## config.mk

```make
export PLATFORM = sky130hd
export DESIGN_NAME = vga_pixel_fetch
export DESIGN_NICKNAME = d
export VERILOG_FILES = /design/src/rtl/vga_pixel_fetch.sv
export SDC_FILE = /design/constraint.sdc
export NUM_CORES = 1
export LEC_CHECK = 0
export ABC_AREA = 1
export CORE_MARGIN = 3
export CORE_UTILIZATION = 45
export CTS_CLUSTER_DIAMETER = 30
export CTS_CLUSTER_SIZE = 40
export DETAILED_ROUTE_END_ITERATION = 8
export PLACE_DENSITY = 0.74
export SLEW_MARGIN = 10
export SYNTH_ARGS = -nofsm -noshare
export SYNTH_HDL_FRONTEND = slang
export SYNTH_SLANG_ARGS = --single-unit
export TNS_END_PERCENT = 100
```

## constraint.sdc

```tcl
create_clock -name CLK -period 9.2 [get_ports CLK]
set_input_delay 1.84 -clock CLK [delete_from_list [all_inputs] [get_ports CLK]]
set_output_delay 1.84 -clock CLK [all_outputs]
set_load 0.02 [all_outputs]
```

## src/rtl/vga_pixel_fetch.sv

```systemverilog
// Framebuffer fetch, palette lookup and sync alignment behind the 1024x768 VGA timing generator.
// Define VGA_PIXEL_BORDER_EN to force a white frame on the edge pixels of the active area.
module vga_pixel_fetch #(
    parameter int unsigned SCALE_SHIFT = 1,
    parameter int unsigned FB_AW       = 18,
    parameter int unsigned RAM_LAT     = 1
) (
    input  logic             CLK,
    input  logic             RST,
    input  logic [11:0]      HC,
    input  logic [11:0]      VC,
    input  logic             EN,
    input  logic             HS_IN,
    input  logic             VS_IN,
    output logic [FB_AW-1:0] FB_ADDR,
    input  logic [3:0]       FB_DATA,
    input  logic             PAL_WE,
    input  logic [3:0]       PAL_ADDR,
    input  logic [11:0]      PAL_DATA,
    output logic [3:0]       VGA_R,
    output logic [3:0]       VGA_G,
    output logic [3:0]       VGA_B,
    output logic             VGA_HS,
    output logic             VGA_VS,
    output logic             FRAME_START,
    output logic [7:0]       FRAME_CNT
);
    localparam int unsigned L = RAM_LAT + 2;

    logic [FB_AW-1:0] fb_addr_q, fb_addr_d;
    logic [L-1:0]     en_q, en_d, hs_q, hs_d, vs_q, vs_d;
    logic [11:0]      pal_q [16];
    logic [11:0]      pal_d [16];
    logic [11:0]      rgb_q, rgb_d;
    logic             vs_prev_q, vs_prev_d, fs_q, fs_d;
    logic [7:0]       cnt_q, cnt_d;
    logic             unused_ok;

`ifdef VGA_PIXEL_BORDER_EN
    // HC/VC only need to line up with the palette stage, one short of the sync taps.
    logic [11:0] hc_q [L-1];
    logic [11:0] hc_d [L-1];
    logic [11:0] vc_q [L-1];
    logic [11:0] vc_d [L-1];
`endif

    assign unused_ok = ^{HC, VC, en_q[L-1]};

    always_comb begin
        fb_addr_d = fb_addr_q;
        if (EN) begin
            fb_addr_d = FB_AW'({VC[9:SCALE_SHIFT], HC[9:SCALE_SHIFT]});
        end

        en_d = {en_q[L-2:0], EN};
        hs_d = {hs_q[L-2:0], HS_IN};
        vs_d = {vs_q[L-2:0], VS_IN};

        pal_d = pal_q;
        if (PAL_WE) begin
            pal_d[PAL_ADDR] = PAL_DATA;
        end

        // Lookup reads the pre-write palette, so a same-cycle write shows the old entry.
        rgb_d = 12'h000;
        if (en_q[L-2]) begin
            rgb_d = pal_q[FB_DATA];
        end

`ifdef VGA_PIXEL_BORDER_EN
        hc_d[0] = HC;
        vc_d[0] = VC;
        for (int k = 1; k < int'(L) - 1; k++) begin
            hc_d[k] = hc_q[k-1];
            vc_d[k] = vc_q[k-1];
        end
        if (en_q[L-2] && (hc_q[L-2] == 12'd0 || hc_q[L-2] == 12'd1023 ||
                          vc_q[L-2] == 12'd0 || vc_q[L-2] == 12'd767)) begin
            rgb_d = 12'hFFF;
        end
`endif

        vs_prev_d = vs_q[L-1];
        fs_d      = vs_prev_q & ~vs_q[L-1];
        cnt_d     = cnt_q + 8'(fs_d);
    end

    always_ff @(posedge CLK or posedge RST) begin
        if (RST) begin
            fb_addr_q <= '0;
            en_q      <= '0;
            hs_q      <= '1;
            vs_q      <= '1;
            for (int i = 0; i < 16; i++) begin
                pal_q[i] <= {3{4'(i)}};
            end
            rgb_q     <= 12'h000;
            vs_prev_q <= 1'b1;
            fs_q      <= 1'b0;
            cnt_q     <= 8'h00;
`ifdef VGA_PIXEL_BORDER_EN
            for (int k = 0; k < int'(L) - 1; k++) begin
                hc_q[k] <= 12'h000;
                vc_q[k] <= 12'h000;
            end
`endif
        end else begin
            fb_addr_q <= fb_addr_d;
            en_q      <= en_d;
            hs_q      <= hs_d;
            vs_q      <= vs_d;
            pal_q     <= pal_d;
            rgb_q     <= rgb_d;
            vs_prev_q <= vs_prev_d;
            fs_q      <= fs_d;
            cnt_q     <= cnt_d;
`ifdef VGA_PIXEL_BORDER_EN
            hc_q      <= hc_d;
            vc_q      <= vc_d;
`endif
        end
    end

    assign FB_ADDR              = fb_addr_q;
    assign {VGA_R, VGA_G, VGA_B} = rgb_q;
    assign VGA_HS               = hs_q[L-1];
    assign VGA_VS               = vs_q[L-1];
    assign FRAME_START          = fs_q;
    assign FRAME_CNT            = cnt_q;

endmodule
```

# Yosys cells after proc, flatten, opt, wreduce, memory -nomap -nowiden
# Cells that the tools add are included.
op_classes:
  n_reduce_logical: 1
  n_mux: 7
  magnitude_cmp: 3
  n_bitwise: 4
  add_sub_neg: 1
op_table:
  columns: ["operator", "count"]
  rows:
  - ["$bwmux 192", 1]
  - ["$bmux 12 s4", 1]
  - ["$demux 12 s4", 1]
  - ["$mux 12", 4]
  - ["$ge 5x5->1 const B", 2]
  - ["$not 4->5", 2]
  - ["$add 8x1->8", 1]
  - ["$lt 5x1->1 const B", 1]
  - ["$and 1x1->1", 1]
  - ["$logic_and 1x1->1", 1]
  - ["$not 1->1", 1]
totals:
  out_inout_bits: 41
  reg_bits: 240
  in_bits: 50
  elab_cells: 40

# Logic depth before layout (Yosys ltp)
logic_depth:
  word_depth: 6
  mapped_depth: 9
  mapped_depth_nobuf: 7

# Worst setup path before layout
# No wires, ideal clock.
synth_timing:
  kind: "input port to flip-flop"
  from: "input port PAL_WE"
  to: "register pal_q[116] (netlist bit)"
  cell_stages: 7
  path_slack_ns: 6.340
  setup_ns: 0.121
  t_arrival_ns: 2.740
  n_path_buf: 2
  cell_sequence: "buf_4 -> inv_2 -> nor3_4 -> inv_2 -> nor3_4 -> buf_6 -> o21ai_1"
synth_rtl:
  columns: ["element", "line_no", "source"]
  rows:
  - ["start, declared", "17", "input logic PAL_WE,"]
  - ["end signal, assigned by index", "95", "pal_q[i] <= {3{4'(i)}};"]
  - ["end signal, assigned", "112", "pal_q <= pal_d;"]
  - ["end, declared", "32", "logic [11:0] pal_q [16];"]

# Worst setup path after layout
layout_timing:
  from: "input port FB_DATA[0]"
  to: "register rgb_q[1]"
layout_via:
  elab_chain_cells: 5
layout_lines:
  columns: ["element", "line_no", "source"]
  rows:
  - ["start, declared", "16", "input logic [3:0] FB_DATA,"]
  - ["$not 4->5 (implied by the code)", "67", "rgb_d = pal_q[FB_DATA];"]
  - ["$bmux 12 s4", "67", null]
  - ["$mux 12 (implied by the code) (2 in a row)", "67", null]
  - ["$mux 12", "66", "if (en_q[L-2]) begin"]
  - ["net rgb_d[1]", "34", "logic [11:0] rgb_q, rgb_d;"]
  - ["end signal, assigned", "113", "rgb_q <= rgb_d;"]
  - ["end, declared", "34", null]
# The timed path passes the listed nets, and every way through them passes these cells. The select of a mux whose other input is x is not followed.
# A chain may end at the register's enable or synchronous reset.

==> results.sh <==
export IMPL_drive_gt1_share_pct=16.04
export IMPL_pwr_share_comb_pct=14.5
export IMPL_status="completed"
export IMPL_drtPass1Iterations=6
export IMPL_syn_area_um2=11050
export IMPL_grt_ovfl_total=0
export IMPL_grt_setup_unrepaired="no"
export IMPL_path_delay_family="buffers and inverters"
export IMPL_path_cells="buf_4 > buf_4 > nor2_1 > nor2_1 > nand2_1 > nand3_1 > nand3_1 > a21oi_1"
export IMPL_setup_viol=0
export IMPL_holdPathStages=0
export IMPL_gp_congestion=0.7921
export IMPL_reg2reg_slack_ns=7.57
export IMPL_cts_sinks=240
export IMPL_p_sw_w=0.0009421
export IMPL_cp_max_fo=93
export IMPL_postCtsHoldBufs=0
export IMPL_synth_mux_area_share_pct=1.834
export IMPL_port_buffers=84
export IMPL_pwr_share_clk_pct=46.2
export IMPL_fp_row_count=56
export IMPL_finalSetupTns_ns=0
export IMPL_finalClockSkew_ns=0.01849
export IMPL_wl_met2_um=12680
export IMPL_drc=0
export IMPL_ir_worst_vdd_uv=163.7
export IMPL_syn_to_final_growth_pct=22.75
export IMPL_async_reset_ff_share_pct=100.0
export IMPL_final_hold_viol_count=0
export IMPL_clk_latency_ns=0.53
export IMPL_start_util_pct=46.39
export IMPL_grt_pass1_wl_um=46410
export IMPL_antenna_found_initial=0
export IMPL_cp_arrival_ns=3.95
export IMPL_sw_frac_of_total_pct=25.93
export IMPL_yosysWarnings=0
export IMPL_power_density_nw_per_um2=267.8
export IMPL_synth_area_leaders="dfrtp_1 (31%), dfstp_2 (24%), nand2_1 (14%)"
export IMPL_cp_slowest_stage_delay_ns=0.80
export IMPL_fillers=2123
export IMPL_synth_top_area_share_pct=31.02
export IMPL_vias_per_cell=5.125
export IMPL_yosysTopAreaCell="dfrtp_1"
export IMPL_criticalPathCategory="in2reg"
export IMPL_insertedDiodeCount=0
export IMPL_worst_pin_slew_ns=1.093
export IMPL_p_int_w=0.002691
export IMPL_nNetsFinal=1450
export IMPL_wl_per_cell_um=16.31
export IMPL_clk_pin_slew_ns=0.05
export IMPL_cts_buffers=49
export IMPL_drt_iter0_drc=889
export IMPL_synth_xor_area_share_pct=0.4755
export IMPL_postCtsSetupBuffers=0
export IMPL_required_ns=9.59
export IMPL_worstReg2RegStart="vs_prev_q"
export IMPL_clock_path_buffers=3
export IMPL_yosys_top_cells_count="nand2_1 (425), o21ai_0 (192), inv_1 (156), dfrtp_1 (137), nand3_1 (131)"
export IMPL_totalWireLength_um=28590
export IMPL_num_vias=8984
export IMPL_gr_usage_all_layers_pct=22.11
export IMPL_netlist_instances=1337
export IMPL_cts_tree="built"
export IMPL_crit_buf_inv=2
export IMPL_cap_viol_max_count=0
export IMPL_r2r_end="FRAME_CNT[7]"
export IMPL_timing_slew_headroom_pct=26.90
export IMPL_critPathSlowestCell="buf_4"
export IMPL_min_period_ns=3.564
export IMPL_slew_viol_final=0
export IMPL_hp_class="reg2reg"
export IMPL_synthesis_nets=1389
export IMPL_reg2regPathDepth=7
export IMPL_ys_flop_type="dfrtp_1"
export IMPL_cts_resized=0
export IMPL_avgSynthCellArea_um2=8.265
export IMPL_synthAdderAreaFrac_pct=0.2264
export IMPL_fin_util_pct=56.94
export IMPL_ant_nets=0
export IMPL_fmax_ghz=0.2805
export IMPL_core_area_um2=23820
export IMPL_dp_hpwl_um=15930
export IMPL_fin_crit_sh_pct=38.74
export IMPL_synthSimpleGateAreaFrac_pct=22.81
export IMPL_startpoint_type="primary input"
export IMPL_synth_top_family_by_area="simple AND/OR/NAND/NOR gates"
export IMPL_io_pins=91
export IMPL_synth_edff_count=0
export IMPL_cellLeakagePower_nw=6.283
export IMPL_cts_root_buffer="clkbuf_16"
export IMPL_yosysMostFrequentCell="nand2_1"
export IMPL_drt_met1_wl_um=12440
export IMPL_fp_dieH_um=162.7
export IMPL_worst_hold_slack_ns=0.3413
export IMPL_synth_compound_area_share_pct=9.964
export IMPL_grt_pass1_vias=8864
export IMPL_hold_path_startpoint="en_q[0]"
export IMPL_synth_yosys_seq_area_share_pct=55.51
export IMPL_seqPwrFrac_pct=39.3
export IMPL_die_w_um=162.7
export IMPL_min_to="en_q[1]"
export IMPL_cp_end_kind="register"
export IMPL_met3_length_um=2348
export IMPL_dieArea_um2=26470
export IMPL_htree_levels=2
export IMPL_synth_seq_cells=240
export IMPL_synth_cell_types=25
export IMPL_top_layer="met4"
export IMPL_grt_max_degree=114
==> cell families after synthesis <==
| family | count (synthesis) |
|---|---|
| multiplexers | 18 |
| adder cells (fa/ha/maj) | 2 |
| buffers and inverters | 246 |
| AND/OR/NAND/NOR | 611 |
| flip-flops | 240 |
| AO/OA/AOI/OAI | 214 |
| XOR/XNOR | 6 |
==> power groups by stage <==
stage | logic [W] | registers [W] | clock network, W
floorplan | 0.000342 | 0.00145 | 0
global placement | 0.000507 | 0.00143 | 0
detailed placement | 0.000522 | 0.00144 | 0
CTS | 0.000532 | 0.00143 | 0.00170
global route | 0.000611 | 0.00145 | 0.00176
finish | 0.000527 | 0.00143 | 0.00168
==> worst max-delay path by stage <==
stage	startpoint	endpoint	slack, ns	depth (start not counted)
2_1_floorplan	RST	FB_ADDR[0]	0.94	1
3_3_place_gp	FB_DATA[0]	rgb_q[6]	5.18	8
3_5_place_dp	PAL_ADDR[3]	pal_q[86]	5.12	5
4_1_cts	PAL_ADDR[3]	pal_q[86]	5.67	5
5_1_grt	PAL_ADDR[0]	pal_q[85]	5.45	4
6_report	FB_DATA[0]	rgb_q[1]	5.64	8
==> layout by cell type (no fill, tap or decap) <==
cell type / n
inv_8: 1
clkbuf_1: 14
clkdlybuf4s50_1: 82
clkbuf_8: 11
dfrtp_1: 137
inv_2: 4
clkinv_2: 5
o21ai_0: 192
xor2_1: 5
nor2_4: 4
xnor2_1: 1
buf_4: 13
dfstp_2: 103
clkinvlp_4: 3
nor2_1: 45
nor3_1: 1
nor3_4: 2
bufinv_16: 3
nand3_1: 131
inv_1: 155
inv_16: 1
a21oi_1: 12
o21ai_2: 8
clkbuf_16: 49
ha_1: 2
nor2_2: 3
o21ai_1: 2
nand2_1: 425
mux2_2: 18
buf_2: 1
clkinv_4: 1
==> sequential cells by signal (all words and copies together) (netlist names) <==
signal / cells
pal_q: 192
FB_ADDR: 18
hs_q: 3
en_q: 2
FRAME_START: 1
rgb_q: 12
FRAME_CNT: 8
vs_prev_q: 1
vs_q: 3
==> worst reg2reg max path: stages (launching register included) <==
cell     delay [ns]
dfstp_2        0.50
inv_1          0.03
nor2_1         0.11
ha_1           0.19
nand3_1        0.12
nor3_1         0.26
nand3_1        0.15
xnor2_1        0.15
==> final cells by class <==
class / count / area (um^2) / area share, %
flip-flops and latches: 240 / 6135 / 45.23
multi-input cells: 851 / 3902 / 28.77
clock inverters: 13 / 166.4 / 1.227
repair buffers: 96 / 923.4 / 6.807
clock buffers: 74 / 1430 / 10.54
inverters: 160 / 608.1 / 4.483
well taps: 319 / 399.1 / 2.943
==> per-layer routing <==
layer  track usage [%]  up-vias
met5                 0        -
met4             9.881        0
met3             4.323       71
met2             33.86      339
met1             30.65     4254
li1                  -     4320
==> stage by stage <==
step | power (W) | area [um^2] | setup WS (ns) | instances
detailed placement | 0.001962 | 11970 | 5.122 | 1666
global route | 0.003820 | 13560 | 5.449 | 1753
global placement | 0.001938 | 11970 | 5.177 | 1666
finish | 0.003633 | 13560 | 5.636 | 1753
CTS | 0.003664 | 13560 | 5.666 | 1753
floorplan | 0.001794 | 11050 | 0.9424 | 1337
Power figures use the tool's default switching activity.
==> patch 1: new RTL, config.mk and constraints unchanged <==
Set the parameter `RAM_LAT` to 2 (it was 1).
--- a/src/rtl/vga_pixel_fetch.sv
+++ b/src/rtl/vga_pixel_fetch.sv
@@ -3,7 +3,7 @@
 module vga_pixel_fetch #(
     parameter int unsigned SCALE_SHIFT = 1,
     parameter int unsigned FB_AW       = 18,
-    parameter int unsigned RAM_LAT     = 1
+    parameter int unsigned RAM_LAT     = 2
 ) (
     input  logic             CLK,
     input  logic             RST,
Formal check against the unedited RTL: not equivalent (a bounded check fails within 4 cycles, from zero or initial values and one cycle with RST high).
==> patch 1 against the unedited design <==
  * Via count up 1.1%
  * Cell count up 0.63%
  * Worst hold slack better by 0.0056 ns
  * Setup slack worse by 0.67 ns
  * Global-route usage up 0.073 points
  * Sequential cell count up 3
  * Utilization up 1.4 points
  * Total power up 8.4%
  * Routed wire length up 1.3%
  * Combinational power about the same
  * Design area up 2.7%
  * Synthesized area up 0.78%
  * Synthesized cell count up 0.15%
==> patch 1: results (changes against the unedited design) <==
[layout]
drive_gt1_share_pct=17.5  ; +1.5 points
nets=1452  ; +0.14%
fillCellCount=1999  ; -5.8%
final_cells=1764  ; +0.63%

[grt]
globalRouteMet3Util_pct=4.39  ; +0.064 points
grt_first_pass_wirelength_mm=46.7  ; +0.71%
grtUsageMet1_pct=29.1  ; -1.5 points
first_global_vias=8965  ; +1.1%
met2_usage_pct=35.6  ; +1.7 points
gr-usage-all-layers_pct=22.2  ; +0.073 points
grt_max_degree=98  ; -14%

[status]
status=complete, no violations

[synthesis]
yosys.area_share.xor_xnor_pct=0.472  ; -0.0037 points
ys_types=28  ; +12%
yosysSeqAreaShare_pct=55.8  ; +0.27 points
synth_compound_area_share_pct=10.1  ; +0.10 points
synthAdderAreaFrac_pct=0.225  ; -0.0018 points
synth_fp_nets=1391  ; +0.14%
synth.area.top_cells=dfrtp_1 31%, dfstp_2 25%, nand2_1 14%
postSynthAreaPerCell_um2=8.32  ; +0.63%
synth.area.mux_share_pct=1.82  ; -0.014 points

[detailed_routing]
route.met2.wl_mm=13.5  ; +6.1%
drt-vias-per-instance=5.15  ; +0.48%
met1_length_mm=11.9  ; -4.6%
wire_per_inst_um=16.4  ; +0.64%
dr.pass1.iters=5  ; -1
drt-initial-drc-count=825  ; -7.2%

[timing]
worstMarginPinSlew_ns=1.21  ; +0.117 ns
clock_skew_ns=0.0332  ; +0.0147 ns

[placed_design]
place.gp.congestion=0.781  ; -1.4%
pre_cts_slack_ns=4.58  ; -0.545 ns
dp_hpwl_mm=16.0  ; +0.51%
dpl.cell_count=1664  ; -0.12%
placed_area_mm2=0.0120  ; +0.44%

[clock_tree]
clock_latency_ns=0.56  ; +0.03 ns

[worst_setup_path]
cp_max_fo=71  ; -24%
critPathArrivalTime_ns=4.58  ; +0.63 ns

[power_and_ir_drop]
power.leakage_nw=6.44  ; +2.4%

-- patch 1: cell count changes after synthesis, moves of 2 or more --
cell	unedited run	this run
o21ai_0	192	187
clkbuf_1	22	26
o21ai_1	2	11
nand2_1	425	418
nor2_1	45	49
dfstp_2	103	105
nand3_1	131	127
buf_1	10	6
-- patch 1: power groups by stage --
| stage | logic, mW | clock network [mW] | registers, mW |
|---|---|---|---|
| 6_report | 0.525 | 1.97 | 1.45 |
| 4_1_cts | 0.529 | 1.99 | 1.45 |
| 2_1_floorplan | 0.343 | 0 | 1.46 |
| 3_5_place_dp | 0.519 | 0 | 1.46 |
| 3_3_place_gp | 0.505 | 0 | 1.45 |
| 5_1_grt | 0.605 | 2.06 | 1.47 |
-- patch 1: area by class of cell --
type	count	area, um^2	area share [%]
Sequential cell	243	6210	44.6
Multi-Input combinational cell	850	3910	28.0
Clock buffer	68	1490	10.7
Timing Repair Buffer	92	893	6.41
Inverter	160	608	4.36
Clock inverter	32	419	3.01
Tap cell	319	399	2.86
-- patch 1: worst max-delay path, cell delays in order --
cell,delay [ns]
buf_2,0.07
buf_4,0.67
clkinv_1,1.22
nand3_1,0.39
nand3_1,0.11
nand3_1,0.10
a21oi_1,0.15
-- patch 1: final timing paths --
check,startpoint,endpoint,slack [ns],cells after the start
min in group asynchronous,RST,FB_ADDR[9],1.79,2
min,en_q[0],en_q[1],0.35,0
max reg2reg,vs_prev_q,FRAME_CNT[7],7.56,7
min reg2reg,en_q[0],en_q[1],0.35,0
max in group asynchronous,RST,pal_q[86],5.94,3
max,FB_DATA[1],rgb_q[8],4.97,7
==> patch 2: new RTL, same flow settings <==
Without the edit above. Reset style: synchronous (`RST`), changed in one clocked block.
--- a/src/rtl/vga_pixel_fetch.sv
+++ b/src/rtl/vga_pixel_fetch.sv
@@ -85,7 +85,7 @@
         cnt_d     = cnt_q + 8'(fs_d);
     end
 
-    always_ff @(posedge CLK or posedge RST) begin
+    always_ff @(posedge CLK) begin
         if (RST) begin
             fb_addr_q <= '0;
             en_q      <= '0;
Formal check against the unedited RTL: differs if RST is asserted again (counterexample within 4 cycles, from zero or initial values and one cycle with RST high); with RST held inactive, the same outputs for 4 cycles.
==> patch 2 against the unedited design <==
  * Critical path type unchanged
  * Sequential cell count did not move
  * Maximum frequency fell by 4.5%
  * Count of clock-buffer cells in the layout fell by 4
  * Die area fell by 5.6%
  * Critical endpoint is now pal_q[60]
  * Routed wire length rose by 1.7%
  * Setup slack got worse by 0.17 ns
  * Synthesized area fell by 5.8%
  * Design area fell by 3.7%
  * Register-to-register slack improved by 0.15 ns
Power is not compared: it rests on default switching activity, and its combinational part moved more than twofold at a synthesized area within 25%.
==> patch 2: results (changes against the unedited design) <==
[detailed_routing]
drt-vias-per-instance=5.33  ; +4.1%
top_layer=met4
dr.pass1.iters=8  ; +2
drt_wl_total_mm=29.1  ; +1.7%
dr_wl_met3_mm=2.00  ; -15%
wire_per_inst_um=16.1  ; -1.3%
met1_length_mm=12.4  ; -0.51%
drt-initial-drc-count=872  ; -1.9%
route.met2.wl_mm=14.1  ; +11%

[worst_setup_path]
crit_slowest_cell=buf_4
cp_slowest_stage_delay_ns=0.85  ; +0.05 ns
critPathArrivalTime_ns=4.19  ; +0.24 ns
cp_max_fo=102  ; +9.7%

[grt]
gr-usage-all-layers_pct=23.1  ; +1.0 points
grt_first_pass_wirelength_mm=46.5  ; +0.19%
first_global_vias=8975  ; +1.3%
globalRouteMet3Util_pct=4.92  ; +0.60 points
grt_antenna_before_repair=0  ; unchanged
grt_max_degree=103  ; -9.6%
met2_usage_pct=38.9  ; +5.1 points
grtUsageMet1_pct=29.9  ; -0.72 points

[clock_tree]
path_clk_slew_ns=0.05  ; about the same
clock_path_buffers=3  ; unchanged
cts_inserted_buffers=50  ; +2.0%
htreeDepth=2  ; unchanged
post_cts_buffers=0  ; unchanged
clock_latency_ns=0.55  ; +0.02 ns
postCtsResizedCells=0  ; unchanged
cts_root_buf=clkbuf_16

[power_and_ir_drop]
p_comb_share_pct=6.5
power.leakage_nw=5.74
p_sw_uw=716
ir_worst_vdd_mv=0.119
switching_share_pct=21.8
power_frac_clock_pct=60.7

[synthesis]
ys_types=29  ; +16%
synth.area.top_cells=dfxtp_1 46%, nand2_1 9.6%, nand3_1 8.2%
yosysSeqAreaShare_pct=46.2  ; -9.3 points
ys_async_sr_fraction_pct=0  ; -100 points
synth_common_cells=265 x nand2_1, 240 x dfxtp_1, 216 x inv_1
ys.flop_type=dfxtp_1
netlist_instances=1439  ; +7.6%
ys.warnings.count=0  ; unchanged

[layout]
diodes=0  ; unchanged
drive_gt1_share_pct=8.54  ; -7.5 points
top_register=pal_q
fillCellCount=2005  ; -5.6%
largest_reg_flops=192  ; unchanged
nets=1533  ; +5.7%

[worst_hold_path]
hold_path.class=reg -> reg

[placed_design]
pre_cts_slack_ns=4.93  ; -0.195 ns
place.gp.congestion=0.795  ; +0.39%
placed_area_mm2=0.0112  ; -6.6%
port_buffers=84  ; unchanged
dpl.cell_count=1714  ; +2.9%
dp_hpwl_mm=16.6  ; +4.3%

[timing]
setup_tns_ns=0  ; unchanged
clock_skew_ns=0.0245  ; +0.00605 ns
worstMarginPinSlew_ns=1.16  ; +0.0670 ns

[status]
status=complete, no violations

-- patch 2: worst paths after layout --
| check | start | endpoint | slack [ns] | cells after the start |
|---|---|---|---|---|
| min | vs_q[0] | vs_q[1] | 0.41 | 1 |
| max | RST | pal_q[60] | 5.47 | 6 |
| max reg2reg | vs_prev_q | FRAME_CNT[7] | 7.72 | 8 |
| min reg2reg | vs_q[0] | vs_q[1] | 0.41 | 1 |
-- patch 2: layout make-up --
class                      count  area (um^2)  area share, %
inverter                     225          847           6.48
clock buffer                  70         1450           11.1
clock inverter                23          442           3.38
tap                          285          357           2.73
sequential                   240         4800           36.8
multi-input combinational    870         4270           32.7
timing repair buffer          94          901           6.90
-- patch 2: cells by family (layout without fill, tap and decap cells) --
family / Yosys count / count (layout) / synth area share [%]
simple gates: 514 / 514 / 22.1
xor+xnor: 1 / 1 / 0.0842
buf+inv: 329 / 412 / 12.8
flops: 240 / 240 / 46.2
fa+ha+maj: 2 / 2 / 0.240
compound gates: 353 / 353 / 18.6
